===== config.mk =====
export PLATFORM = sky130hd
export DESIGN_NAME = e1_crc4_rx_ctrl
export DESIGN_NICKNAME = d
export VERILOG_FILES = /design/src/rtl/e1_crc4_rx_ctrl.sv
export SDC_FILE = /design/constraint.sdc
export NUM_CORES = 1
export LEC_CHECK = 0
export ABC_AREA = 1
export BUFFER_PORTS_ARGS = -buffer_cell sky130_fd_sc_hd__buf_4
export CAP_MARGIN = 20
export CORE_MARGIN = 3
export CORE_UTILIZATION = 35
export DETAILED_ROUTE_END_ITERATION = 8
export HOLD_SLACK_MARGIN = 0.03
export SLEW_MARGIN = 20
export SYNTH_ARGS = -nofsm -noshare
export SYNTH_HDL_FRONTEND = slang
export SYNTH_SLANG_ARGS = --single-unit

===== constraint.sdc =====
create_clock -name clk -period 2.2 [get_ports clk]
set_clock_uncertainty 0.15 [all_clocks]
set_input_delay 0.33 -clock clk [delete_from_list [all_inputs] [get_ports clk]]
set_output_delay 0.33 -clock clk [all_outputs]
set_load 0.05 [all_outputs]

===== src/rtl/e1_crc4_rx_ctrl.sv =====
// Receive-side CRC-4 sequencer for the E1 framer: per-SMF CRC check against the
// C-bits carried in the following SMF, E-bit feed and saturating error count.

module e1_crc4 #(
   parameter logic [3:0] INIT = 4'h0,
   parameter logic [3:0] POLY = 4'h3
) (
   input  logic       clk,
   input  logic       rst_n,
   input  logic       in_valid,
   input  logic       in_first,
   input  logic       in_bit,
   output logic [3:0] crc
);

   logic [3:0] base;
   logic       fb;

   always_comb begin
      base = in_first ? INIT : crc;
      fb   = base[3] ^ in_bit;
   end

   always_ff @(posedge clk or negedge rst_n) begin
      if (!rst_n)
         crc <= INIT;
      else if (in_valid)
         crc <= {base[2:0], 1'b0} ^ (fb ? POLY : 4'h0);
   end

endmodule

module e1_crc4_rx_ctrl #(
   parameter int ERR_CNT_W = 10
) (
   input  logic                 clk,
   input  logic                 rst_n,
   input  logic                 in_bit,
   input  logic                 in_valid,
   input  logic [3:0]           in_frame,
   input  logic [4:0]           in_ts,
   input  logic [2:0]           in_bitpos,
   input  logic                 in_mf_lock,
   output logic                 smf_stb,
   output logic                 smf_crc_ok,
   output logic                 smf_crc_err,
   output logic                 e_bit,
   output logic [3:0]           crc_last,
   output logic [ERR_CNT_W-1:0] err_cnt,
   input  logic                 err_cnt_clr
);

   typedef enum logic [1:0] {OFF, PRIME, RUN} state_t;

   state_t     state;
   logic       smf_start, smf_end, c_pos;
   logic       eng_valid, eng_bit;
   logic [3:0] eng_crc;
   logic [3:0] rx_c;
   logic       cap_pend, cap_chk;

   always_comb begin
      smf_start = in_valid && (in_frame == 4'd0 || in_frame == 4'd8) &&
                  in_ts == 5'd0 && in_bitpos == 3'd0;
      smf_end   = in_valid && (in_frame == 4'd7 || in_frame == 4'd15) &&
                  in_ts == 5'd31 && in_bitpos == 3'd7;
      c_pos     = in_ts == 5'd0 && in_bitpos == 3'd0 && !in_frame[0];
      eng_valid = in_valid && in_mf_lock && (state != OFF || smf_start);
      eng_bit   = c_pos ? 1'b0 : in_bit;
   end

   e1_crc4 #(.INIT(4'h0), .POLY(4'h3)) u_crc (
      .clk      (clk),
      .rst_n    (rst_n),
      .in_valid (eng_valid),
      .in_first (smf_start),
      .in_bit   (eng_bit),
      .crc      (eng_crc)
   );

   // The SMF-end bit lands in the engine on the edge ending T, so the remainder
   // is captured one cycle later; a start bit in T+1 only affects the next edge.
   always_ff @(posedge clk or negedge rst_n) begin
      if (!rst_n) begin
         state       <= OFF;
         rx_c        <= '0;
         cap_pend    <= 1'b0;
         cap_chk     <= 1'b0;
         crc_last    <= '0;
         smf_stb     <= 1'b0;
         smf_crc_ok  <= 1'b0;
         smf_crc_err <= 1'b0;
         e_bit       <= 1'b1;
      end else begin
         cap_pend    <= 1'b0;
         smf_stb     <= 1'b0;
         smf_crc_ok  <= 1'b0;
         smf_crc_err <= 1'b0;

         if (!in_mf_lock) begin
            state <= OFF;
         end else begin
            case (state)
               OFF:   if (smf_start) state <= PRIME;
               PRIME: if (smf_end) begin
                         state    <= RUN;
                         cap_pend <= 1'b1;
                         cap_chk  <= 1'b0;
                      end
               RUN:   if (smf_end) begin
                         cap_pend <= 1'b1;
                         cap_chk  <= 1'b1;
                      end
               default: state <= OFF;
            endcase
         end

         if (eng_valid && c_pos)
            rx_c[~in_frame[2:1]] <= in_bit;

         if (cap_pend) begin
            crc_last <= eng_crc;
            if (cap_chk) begin
               smf_stb     <= 1'b1;
               smf_crc_ok  <= (rx_c == crc_last);
               smf_crc_err <= (rx_c != crc_last);
               e_bit       <= (rx_c == crc_last);
            end
         end
      end
   end

   always_ff @(posedge clk or negedge rst_n) begin
      if (!rst_n)
         err_cnt <= '0;
      else if (err_cnt_clr)
         err_cnt <= smf_crc_err ? ERR_CNT_W'(1) : '0;
      else if (smf_crc_err && err_cnt != '1)
         err_cnt <= err_cnt + ERR_CNT_W'(1);
   end

endmodule


# After elaboration in Yosys (flattened, before gate mapping)
# Cells that the tools add are included.
dict set report totals {
  ff_bits 30
  inputBits 18
  out_inout_bits 18
  word_cells 85
}
dict set report classes {
  add_sub_neg 1
  order_cmp 2
  n_eq_ne 15
  mux 25
  bitwise 3
  reduce_logical 28
}
# operator n
set op_table {}
lappend op_table {{10-bit two-way mux} 2}
lappend op_table {{1-bit two-way mux} 14}
lappend op_table {{1-bit logical AND} 13}
lappend op_table {{10-bit by 1-bit adder with 10-bit output, second input constant} 1}
lappend op_table {{10-bit != test, second input constant} 1}
lappend op_table {{4-bit equality test, second input constant} 2}
lappend op_table {{2-bit two-way mux} 4}
lappend op_table {{2-bit != test, second input constant} 3}
lappend op_table {{2-bit case mux with 3 select lines} 1}
lappend op_table {{2-bit nonzero test} 3}
lappend op_table {{5-bit equality test, second input constant} 1}
lappend op_table {{5-bit logical NOT} 1}
lappend op_table {{4-bit bitwise mux} 1}
lappend op_table {{4-bit by 3-bit equality test with 1-bit output, second input constant} 1}
lappend op_table {{4-bit equality test} 1}
lappend op_table {{4-bit logical NOT} 1}
lappend op_table {{4-bit two-way mux} 1}
lappend op_table {{4-bit != test} 1}
lappend op_table {{4-bit AND reduction} 1}
lappend op_table {{4-bit XOR} 1}
lappend op_table {{3-bit equality test, second input constant} 1}
lappend op_table {{3-bit logical NOT} 1}
lappend op_table {{1-bit logical OR} 3}
lappend op_table {{2-bit by 3-bit < comparator with 1-bit output, second input constant} 1}
lappend op_table {{other kinds (14)} 14}

# Depth between registers and ports, before layout
# Gate-level depths: netlist (run 1).
dict set report depth {
  word_depth 9
  ltp_mapped 10
  ltp_nobuf 10
}

# Hierarchy
# From an unflattened synthesis (run 1), not the netlist that was laid out.
dict set report unflattened {
  hier_cells 217
  area_unflattened_um2 1687.9
}
# mod n_inst cells_per_inst area_per_inst_um2 seq_area_each_um2
set by_module_without_submodules {}
lappend by_module_without_submodules {e1_crc4_rx_ctrl 1 192 1493.9 651.9}
lappend by_module_without_submodules {e1_crc4 1 25 193.9 100.1}

# Worst setup path after synthesis (run 1)
# No wires, ideal clock.
dict set report synth_timing {
  path_type {flip-flop to flip-flop}
  start {register err_cnt[0]}
  end {register err_cnt[9]}
  setup_time_ns 0.118
  arrival_ns 1.799
  required_ns 1.932
  slack_ns 0.133
  stages_incl_launch_ff 11
  n_path_buf 0
  period_less_slack_ns 2.067
  path_cell_list {dfrtp_1 ha_1 nand3_2 nor3_4 nand3_2 nand2_4 inv_4 nor2_8 inv_4 nand2_1 nand2_1}
}
dict set report synth_via {
  elab_chain_len 3
  elab_cells_between_ends 6
  classes_between {add/sub: 1; eq/ne: 1; mux: 2; reduce/logical: 2}
}
# element line
set synth_rtl {}
lappend synth_rtl {{from (decl)} 49} ;# output logic [ERR_CNT_W-1:0] err_cnt,
lappend synth_rtl {{from (signal assigned)} 137} ;# err_cnt <= smf_crc_err ? ERR_CNT_W'(1) : '0;
lappend synth_rtl {{from (signal assigned)} 139} ;# err_cnt <= err_cnt + ERR_CNT_W'(1);
lappend synth_rtl {{10-bit by 1-bit adder with 10-bit output or 10-bit != test (tied branches)} {139, 138}}
lappend synth_rtl {{10-bit two-way mux or 1-bit logical AND (tied branches)} 138} ;# else if (smf_crc_err && err_cnt != '1)
lappend synth_rtl {{10-bit two-way mux or 2-bit nonzero test (tied branches)} n/a}
# Parallel ways exist; a longest one is shown, timed or not. The select of a mux whose other input is x is not followed.
# A chain may end at the register's enable or synchronous reset.

# Worst setup path in the final report (run 1)
# Same ends and word-level chain as after synthesis.

==> flow_metrics.tcl, run 1 <==
set metrics [dict create \
    status "completed" \
    slew_headroom_pct 74.6 \
    grt_max_degree 31 \
    yosys.area.top_type_share_pct 43.1 \
    rsz0062_at_grt "false" \
    yosys_register_bits 30 \
    holdWs_ps 161 \
    dieArea_mm2 0.00568 \
    slowest_delay_ps 430 \
    cts-resized-gates 0 \
    register_area_um2 752 \
    rr_startpoint "err_cnt[0]" \
    fin_setup_tns_ps 0 \
    die_h_um 75.4 \
    multi_input_comb_area_um2 850 \
    grt_pass1_vias 1300 \
    grt_pass1_wl_mm 5.73 \
    grt.overflow.total 0 \
    port_buffers 34 \
    yosysTopAreaCell "dfrtp_1" \
    wirelength_mm 3.51 \
    regToRegSetupSlack_ps 360 \
    worstPathCellList "ha_1 -> nand3_2 -> nor3_4 -> nand3_2 -> nand2_4 -> inv_4 -> nor2_8 -> inv_4 -> nand2_1 -> nand2_1" \
    synthTopCellsByArea "dfrtp_1 (43%), nand2_1 (11%), xor2_1 (5.2%)" \
    synth_xor_area_share_pct 5.20 \
    synthAdderAreaFrac_pct 3.71 \
    area_growth_pct 24.1 \
    place_area_mm2 0.00201 \
    setup_viol 0 \
    antenna_found_initial 0 \
    hold_violations 0 \
    num_io_pins 36 \
    wire_per_inst_um 12.0 \
    hold_end "state[1]" \
    power_density_mw_per_mm2 652 \
    viasPerCell 4.78 \
    clk_path_buf_depth 2 \
    dpl.hpwl_mm 2.73 \
    worstSetupPathType "reg -> reg" \
    fin_util_pct 46.4 \
    max_freq_mhz 543 \
    synth.most_common_cell "nand2_1" \
    arrival_ps 1850 \
    power_w 0.00136 \
    stdcell_area_mm2 0.00209 \
    fp.dieW_um 75.4 \
    synth-simple-area-share_pct 31.1 \
    drtAntennaViolNets 0 \
    vias 1406 \
    synth_flop_cell "dfrtp_1" \
    syn_avg_cell_area_um2 8.43 \
    post_cts_buffers 0 \
    start_kind "flip-flop" \
    post-route-period-util_pct 83.6 \
    cts_tree "built" \
    synthesis.nets 223 \
    synth_seq_area_share_pct 44.6 \
    std_cell_rows 24 \
    worst_hold_path_type "in -> reg" \
    power.leakage_nw 1.08 \
    rr_endpoint "err_cnt[9]" \
    synthMuxAreaShare_pct 2.00 \
    synth_cells 200 \
    min_from "in_mf_lock" \
    h-tree-depth 2 \
    critPathMaxFanout 8 \
    synth-async-reset-ratio_pct 100 \
    crit_required_ps 2210 \
    synth_area_mm2 0.00169 \
    cts-root-buf "clkbuf_8" \
    synth_edf_count 0 \
    fillers 452 \
    clk_latency_ps 270 \
    drcViolationCount 0 \
    clock-sinks 30 \
    yosysUniqueCellTypes 28 \
    initial_core_util_pct 37.4 \
    path_clk_slew_ps 60 \
    ir_drop_uv 350 \
    r2r_cells 10 \
    layout_min_cycle_time_ps 1840 \
    maxCapViolations 0 \
    critPathCaptureType "flip-flop" \
    antenna_cells 0 \
    synth_common_cells "nand2_1 (51), dfrtp_1 (29), nor2_1 (23)" \
    grt_use_total_pct 13.6 \
    synth_top_family_by_area "simple AND/OR/NAND/NOR gates" \
    gp_congestion 0.851 \
    holdBufCountCts 1 \
    first_iter_violations 43 \
    holdPathStages 3 \
    nets 265 \
    synth_warnings 0 \
    core_mm2 0.00450 \
    maxSlewViolCount 0 \
    first_pass_iters 4 \
    layout-drive-gt1-share_pct 25.2 \
    synth-compound-area-share_pct 8.39 \
    worstMarginPinSlew_ps 381 \
    cts_made_buffers 5 \
    slowest_stage "dfrtp_1" \
]
per-layer routing:
layer	part of all wire (%)	global-route usage, %	vias up
met3	6.1	5.41	10
met5	0	0	-
met1	43	15.5	632
met2	48	22.5	36
met4	2.7	5.83	0
li1	-	-	728
layout by cell type (no fill, tap or decap), drive strengths merged:
master       instances
dlygate4sd3          1
clkbuf               7
ha                   5
o31ai                3
nor3                 4
dfrtp               29
xor2                10
nor2                27
inv                 21
nand3               20
buf                 34
a21o                 1
a31oi                1
dfstp                1
nand3b               2
o21ai                9
nand2               55
mux2                 3
a21oi                6
a21boi               2
nand4                1
worst max path at each step:
stage,from,end,slack (ps),cells past startpoint
finish,err_cnt[0],err_cnt[9],360,10
global placement,err_cnt[0],err_cnt[9],370,10
global route,err_cnt[0],err_cnt[9],150,10
CTS,err_cnt[0],err_cnt[9],340,10
floorplan,err_cnt[0],err_cnt[9],130,10
detailed placement,err_cnt[0],err_cnt[9],360,10
flip-flops by register name (all words and copies together) (netlist names), 2 cells and up:
signal and cells:
rx_c 4, crc_last 4, state 2, err_cnt 10
u_crc.crc 4
critical path, delay by kind of cell, from the launching register on:
kind,cells,cell delay (ps)
buffers and inverters,2,130
and+or+nand+nor,7,780
DFF,1,430
adders and majority gates,1,230
layout make-up:
cell class                      count  area share [%]
Tap cell                           52            3.11
Clock buffer                        7            3.65
Multi-Input combinational cell    149            40.6
Inverter                           21            4.01
Timing Repair Buffer               35            12.7
Sequential cell                    30            35.9
metrics by stage:
stage,setup WS [ps],std cells
3_5_place_dp,361,286
3_3_place_gp,374,286
4_1_cts,341,294
6_report,360,294
5_1_grt,153,294
2_1_floorplan,133,200
power breakdown:
group / internal (W) / switching [W]
Sequential: 0.000604 / 0.0000394
Clock: 0.000217 / 0.000187
Combinational: 0.000125 / 0.000192
kinds of logic (layout without fill, tap and decap cells):
kind of cell / after synthesis / in the layout
AND/OR/NAND/NOR: 109 / 109
adder cells (fa/ha/maj): 5 / 5
flip-flops: 30 / 30
buffers and inverters: 21 / 63
AO/OA/AOI/OAI: 22 / 22
multiplexers: 3 / 3
XOR/XNOR: 10 / 10
No activity file was read; power rests on OpenSTA's default activity.
==> run 2, diff against run 1 <==
==> constraint.sdc (replaced) <==
create_clock -name clk -period 1.84 [get_ports clk]
set_clock_uncertainty 0.15 [all_clocks]
set_input_delay 0.276 -clock clk [delete_from_list [all_inputs] [get_ports clk]]
set_output_delay 0.276 -clock clk [all_outputs]
set_load 0.05 [all_outputs]
==> flow_metrics.tcl, run 2 (same netlist as run 1, synthesis figures left out) <==
set metrics [dict create \
    status "completed" \
    maxSlewViolCount 0 \
    busiest_layer "met2" \
    critPathCaptureType "flip-flop" \
    rr_startpoint "err_cnt[1]" \
    final_cell_mix "nand2_1 (51), buf_4 (39), nor2_1 (23)" \
    path_clk_slew_ps 70 \
    grt_max_degree 31 \
    clock-sinks 30 \
    met1_usage_pct 18.0 \
    holdPathStages 3 \
    crit_required_ps 1860 \
    vias 1443 \
    max_freq_mhz 575 \
    port_buffers 34 \
    first_pass_iters 4 \
    num_io_pins 36 \
    r2r_cells 10 \
    nets 270 \
    cts_made_buffers 5 \
    ir_drop_uv 519 \
    arrival_ps 1760 \
    power_w 0.00170 \
    dieArea_mm2 0.00568 \
    setup_viol 0 \
    first_iter_violations 96 \
    clk_latency_ps 280 \
    h-tree-depth 2 \
    layout-drive-gt1-share_pct 31.0 \
    rr_endpoint "err_cnt[9]" \
    post-route-period-util_pct 94.5 \
    wirelength_mm 3.58 \
    hold_end "state[0]" \
    drtAntennaViolNets 0 \
    grt_use_total_pct 14.2 \
    slowest_delay_ps 400 \
    grt_pass1_wl_mm 5.99 \
    min_from "in_mf_lock" \
    viasPerCell 4.81 \
    hold_violations 0 \
    grtUsageMet3_pct 3.69 \
    met2_usage_pct 21.8 \
    regMostFlops "err_cnt" \
    clk_path_buf_depth 2 \
    worstSetupPathType "reg -> reg" \
    gp_congestion 0.894 \
    drcViolationCount 0 \
    initial_core_util_pct 37.4 \
    layout_commonest_cell "nand2_1" \
    largest_reg_flops 10 \
    wire_per_inst_um 11.9 \
    dpl.hpwl_mm 2.69 \
    place_area_mm2 0.00203 \
    regToRegSetupSlack_ps 100 \
    maxCapViolations 0 \
    worst_hold_path_type "in -> reg" \
    area_growth_pct 29.2 \
    power.leakage_nw 1.10 \
    worstPathCellList "ha_4 -> nand3_4 -> nor3_4 -> nand3_2 -> nand2_4 -> inv_4 -> nor2_8 -> inv_4 -> nand2_1 -> nand2_1" \
    start_kind "flip-flop" \
    fin_util_pct 48.3 \
    worstMarginPinSlew_ps 391 \
    fp.dieW_um 75.4 \
    cts-root-buf "clkbuf_8" \
    die_h_um 75.4 \
    antenna_cells 0 \
    power_density_mw_per_mm2 780 \
    layout_min_cycle_time_ps 1740 \
    std_cell_rows 24 \
    cts_tree "built" \
    core_mm2 0.00450 \
    critPathMaxFanout 8 \
    slew_headroom_pct 74.0 \
    stdcell_area_mm2 0.00218 \
    antenna_found_initial 0 \
    grt_pass1_vias 1305 \
    grt.overflow.total 0 \
    holdWs_ps 99.1 \
    slowest_stage "dfrtp_2" \
]
run 2: how the worst max path moves through the flow:
stage	from	endpoint	slack [ps]
after floorplan	err_cnt[0]	err_cnt[9]	10
after global placement	err_cnt[1]	err_cnt[9]	130
after detailed placement	err_cnt[1]	err_cnt[9]	110
after CTS	err_cnt[1]	err_cnt[9]	100
after global routing	err_cnt[1]	err_cnt[9]	-6
final	err_cnt[1]	err_cnt[9]	100
run 2: area by class of cell:
cell class | instances | area (um2)
clock buffers | 6 | 82.6
fillers | 431 | 2330
multi-input cells | 149 | 870
flip-flops and latches | 30 | 761
clock inverters | 2 | 12.5
inverters | 21 | 83.8
well taps | 52 | 65.1
repair buffers | 40 | 303
run 2: per-stage QoR:
| step | instances | setup WS, ps | setup TNS [ps] |
|---|---|---|---|
| 4_1_cts | 296 | 100 | 0 |
| 3_5_place_dp | 287 | 108 | 0 |
| 5_1_grt | 300 | -5.53 | -5.53 |
| 3_3_place_gp | 287 | 129 | 0 |
| 2_1_floorplan | 200 | 9.66 | 0 |
| 6_report | 300 | 101 | 0 |
run 2: report_power, final:
group	total [W]	switching [W]	internal (W)
clock	0.000553	0.000253	0.000300
combinational	0.000380	0.000231	0.000149
sequential	0.000766	0.0000439	0.000722
total	0.00170	0.000528	0.00117
run 2: timing repair:
| item | in CTS | in global routing |
|---|---|---|
| hold endpoints to repair | 29 | 0 |
| buffers inserted | 0 | 4 |
| resized for setup | 0 | 1 |
| setup endpoints to repair | 0 | 1 |
| hold buffers | 1 | 0 |
run 2: worst max-delay path: cells and delay by family, from the launching register on:
kind / cells / cell delay (ps)
buffers and inverters: 2 / 120
adders and majority gates: 1 / 160
and+or+nand+nor: 7 / 780
DFF: 1 / 400
run 2: metal layers:
layer	vias to the layer above	wire [um]
li1	740	-
met1	648	1570
met2	44	1700
met3	11	198
met4	0	107
met5	-	0
==> run 3, diff against run 2 <==
--- a/config.mk
+++ b/config.mk
@@ -8,10 +8,13 @@
 export ABC_AREA = 1
 export BUFFER_PORTS_ARGS = -buffer_cell sky130_fd_sc_hd__buf_4
 export CAP_MARGIN = 20
+export CELL_PAD_IN_SITES_DETAIL_PLACEMENT = 2
+export CELL_PAD_IN_SITES_GLOBAL_PLACEMENT = 2
 export CORE_MARGIN = 3
-export CORE_UTILIZATION = 35
+export CORE_UTILIZATION = 31
 export DETAILED_ROUTE_END_ITERATION = 8
 export HOLD_SLACK_MARGIN = 0.03
+export PLACE_DENSITY_LB_ADDON = 0.1
 export SLEW_MARGIN = 20
 export SYNTH_ARGS = -nofsm -noshare
 export SYNTH_HDL_FRONTEND = slang
==> flow_metrics.tcl, run 3 (same netlist as run 1, synthesis figures left out) <==
set metrics [dict create \
    status "completed" \
    dpl.hpwl_mm 3.83 \
    layout_min_cycle_time_ps 1730 \
    grt_pass1_wl_mm 8.52 \
    grt.overflow.total 0 \
    power.share.switching_pct 29.7 \
    drcViolationCount 0 \
    ir_drop_uv 319 \
    layout-drive-gt1-share_pct 30.4 \
    dp_cells 305 \
    wirelength_mm 4.89 \
    critPathCaptureType "flip-flop" \
    fp.dieW_um 79.7 \
    slowest_delay_ps 380 \
    worstPathCellList "ha_4 -> nand3_4 -> nor3_4 -> nand3_2 -> nand2_4 -> inv_4 -> nor2_8 -> inv_4 -> nand2_1 -> nand2_1" \
    power_w 0.00187 \
    hold_end "state[0]" \
    clkPwrFrac_pct 36.7 \
    critPathMaxFanout 8 \
    cp_top_family "simple AND/OR/NAND/NOR gates" \
    clk_path_buf_depth 2 \
    rr_endpoint "err_cnt[9]" \
    die_h_um 79.7 \
    cts_made_buffers 5 \
    clock-sinks 30 \
    area_growth_pct 31.3 \
    start_kind "flip-flop" \
    viasPerCell 4.82 \
    maxCapViolations 0 \
    final_cell_mix "nand2_1 (51), buf_4 (38), nor2_1 (23)" \
    power_frac_comb_pct 22.0 \
    setup_viol 0 \
    cts_tree "built" \
    first_iter_violations 56 \
    maxSlewViolCount 0 \
    core_mm2 0.00517 \
    grt_use_total_pct 17.3 \
    max_freq_mhz 578 \
    clk_latency_ps 280 \
    worst_hold_path_type "in -> reg" \
    rsz0062_at_grt "false" \
    first_pass_iters 4 \
    slowest_stage "dfrtp_2" \
    crit_required_ps 1860 \
    arrival_ps 1750 \
    antenna_cells 0 \
    gp_congestion 0.811 \
    power.leakage_nw 1.11 \
    r2r_cells 10 \
    dieArea_mm2 0.00636 \
    num_io_pins 36 \
    port_buffers 34 \
    antenna_found_initial 0 \
    worstMarginPinSlew_ps 392 \
    grt_pass1_vias 1738 \
    p_int_w 0.00131 \
    nets 269 \
    fin_setup_tns_ps 0 \
    h-tree-depth 2 \
    critical_path_buf_inv_count 2 \
    path_clk_slew_ps 60 \
    hold_violations 0 \
    slew_headroom_pct 73.9 \
    std_cell_rows 26 \
    stdcell_count 317 \
    holdPathStages 3 \
    power.switching_w 0.000555 \
    layout_commonest_cell "nand2_1" \
    min_from "in_mf_lock" \
    drtAntennaViolNets 0 \
    post-route-period-util_pct 94.0 \
    cts-root-buf "clkbuf_8" \
    wire_per_inst_um 15.4 \
    power_density_mw_per_mm2 844 \
    vias 1529 \
    largest_reg_flops 10 \
    regMostFlops "err_cnt" \
    seqPwrFrac_pct 41.3 \
    regToRegSetupSlack_ps 110 \
    grt_max_degree 31 \
    rr_startpoint "err_cnt[1]" \
    initial_core_util_pct 32.6 \
    worstSetupPathType "reg -> reg" \
]
## run 3: worst max-delay path by stage
| stage | cells after the start | slack [ps] | to | from |
|---|---|---|---|---|
| finish | 10 | 110 | err_cnt[9] | err_cnt[1] |
| global route | 10 | 30 | err_cnt[9] | err_cnt[1] |
| CTS | 10 | 10 | err_cnt[9] | err_cnt[0] |
| detailed placement | 10 | 20 | err_cnt[9] | err_cnt[1] |
| global placement | 10 | 110 | err_cnt[9] | err_cnt[1] |
| floorplan | 10 | 10 | err_cnt[9] | err_cnt[0] |
## run 3: tightest hold or removal path, cell delays in order
cell     delay [ps]
buf_4           140
nand2_1          60
nor2_1           30
## run 3: final cells by class
class / instances / area [um2]
Fill cell: 594 / 2960
Multi-Input combinational cell: 149 / 870
Sequential cell: 30 / 761
Timing Repair Buffer: 39 / 295
Tap cell: 70 / 87.6
Clock buffer: 7 / 86.3
Inverter: 21 / 83.8
Clock inverter: 1 / 30.0
## run 3: metrics by stage
stage,setup WS (ps),hold WS [ps],util (%),cell area [um2]
final,111,115,42.8,2210
after detailed placement,22.6,83.1,39.8,2060
after floorplan,9.66,-170,-,1710
after global routing,33.6,110,42.8,2210
after CTS,14.5,110,42.8,2210
after global placement,107,81.3,39.8,2060
## run 3: what timing repair did
action / 4_1_cts / 5_1_grt
pin swaps: 4 / 2
setup endpoints to repair: 1 / 2
hold buffers: 1 / 0
buffers inserted: 3 / 0
gates cloned: 0 / 0
hold endpoints to repair: 29 / 0
gates resized for setup: 1 / 0
## run 3: routing by layer
metal	vias up	global-route usage [%]	routed length (um)
li1	742	-	-
met1	747	19.1	1900
met2	33	33.1	2700
met3	7	3.50	200
met4	0	5.07	91
met5	-	0	0
## run 3: power groups by stage
| stage | clock network [W] | registers [W] | logic (W) |
|---|---|---|---|
| 6_report | 0.000686 | 0.000772 | 0.000411 |
| 5_1_grt | 0.000742 | 0.000782 | 0.000487 |
| 4_1_cts | 0.000707 | 0.000774 | 0.000422 |
| 3_5_place_dp | 0 | 0.000784 | 0.000411 |
| 3_3_place_gp | 0 | 0.000778 | 0.000377 |
| 2_1_floorplan | 0 | 0.000765 | 0.000278 |
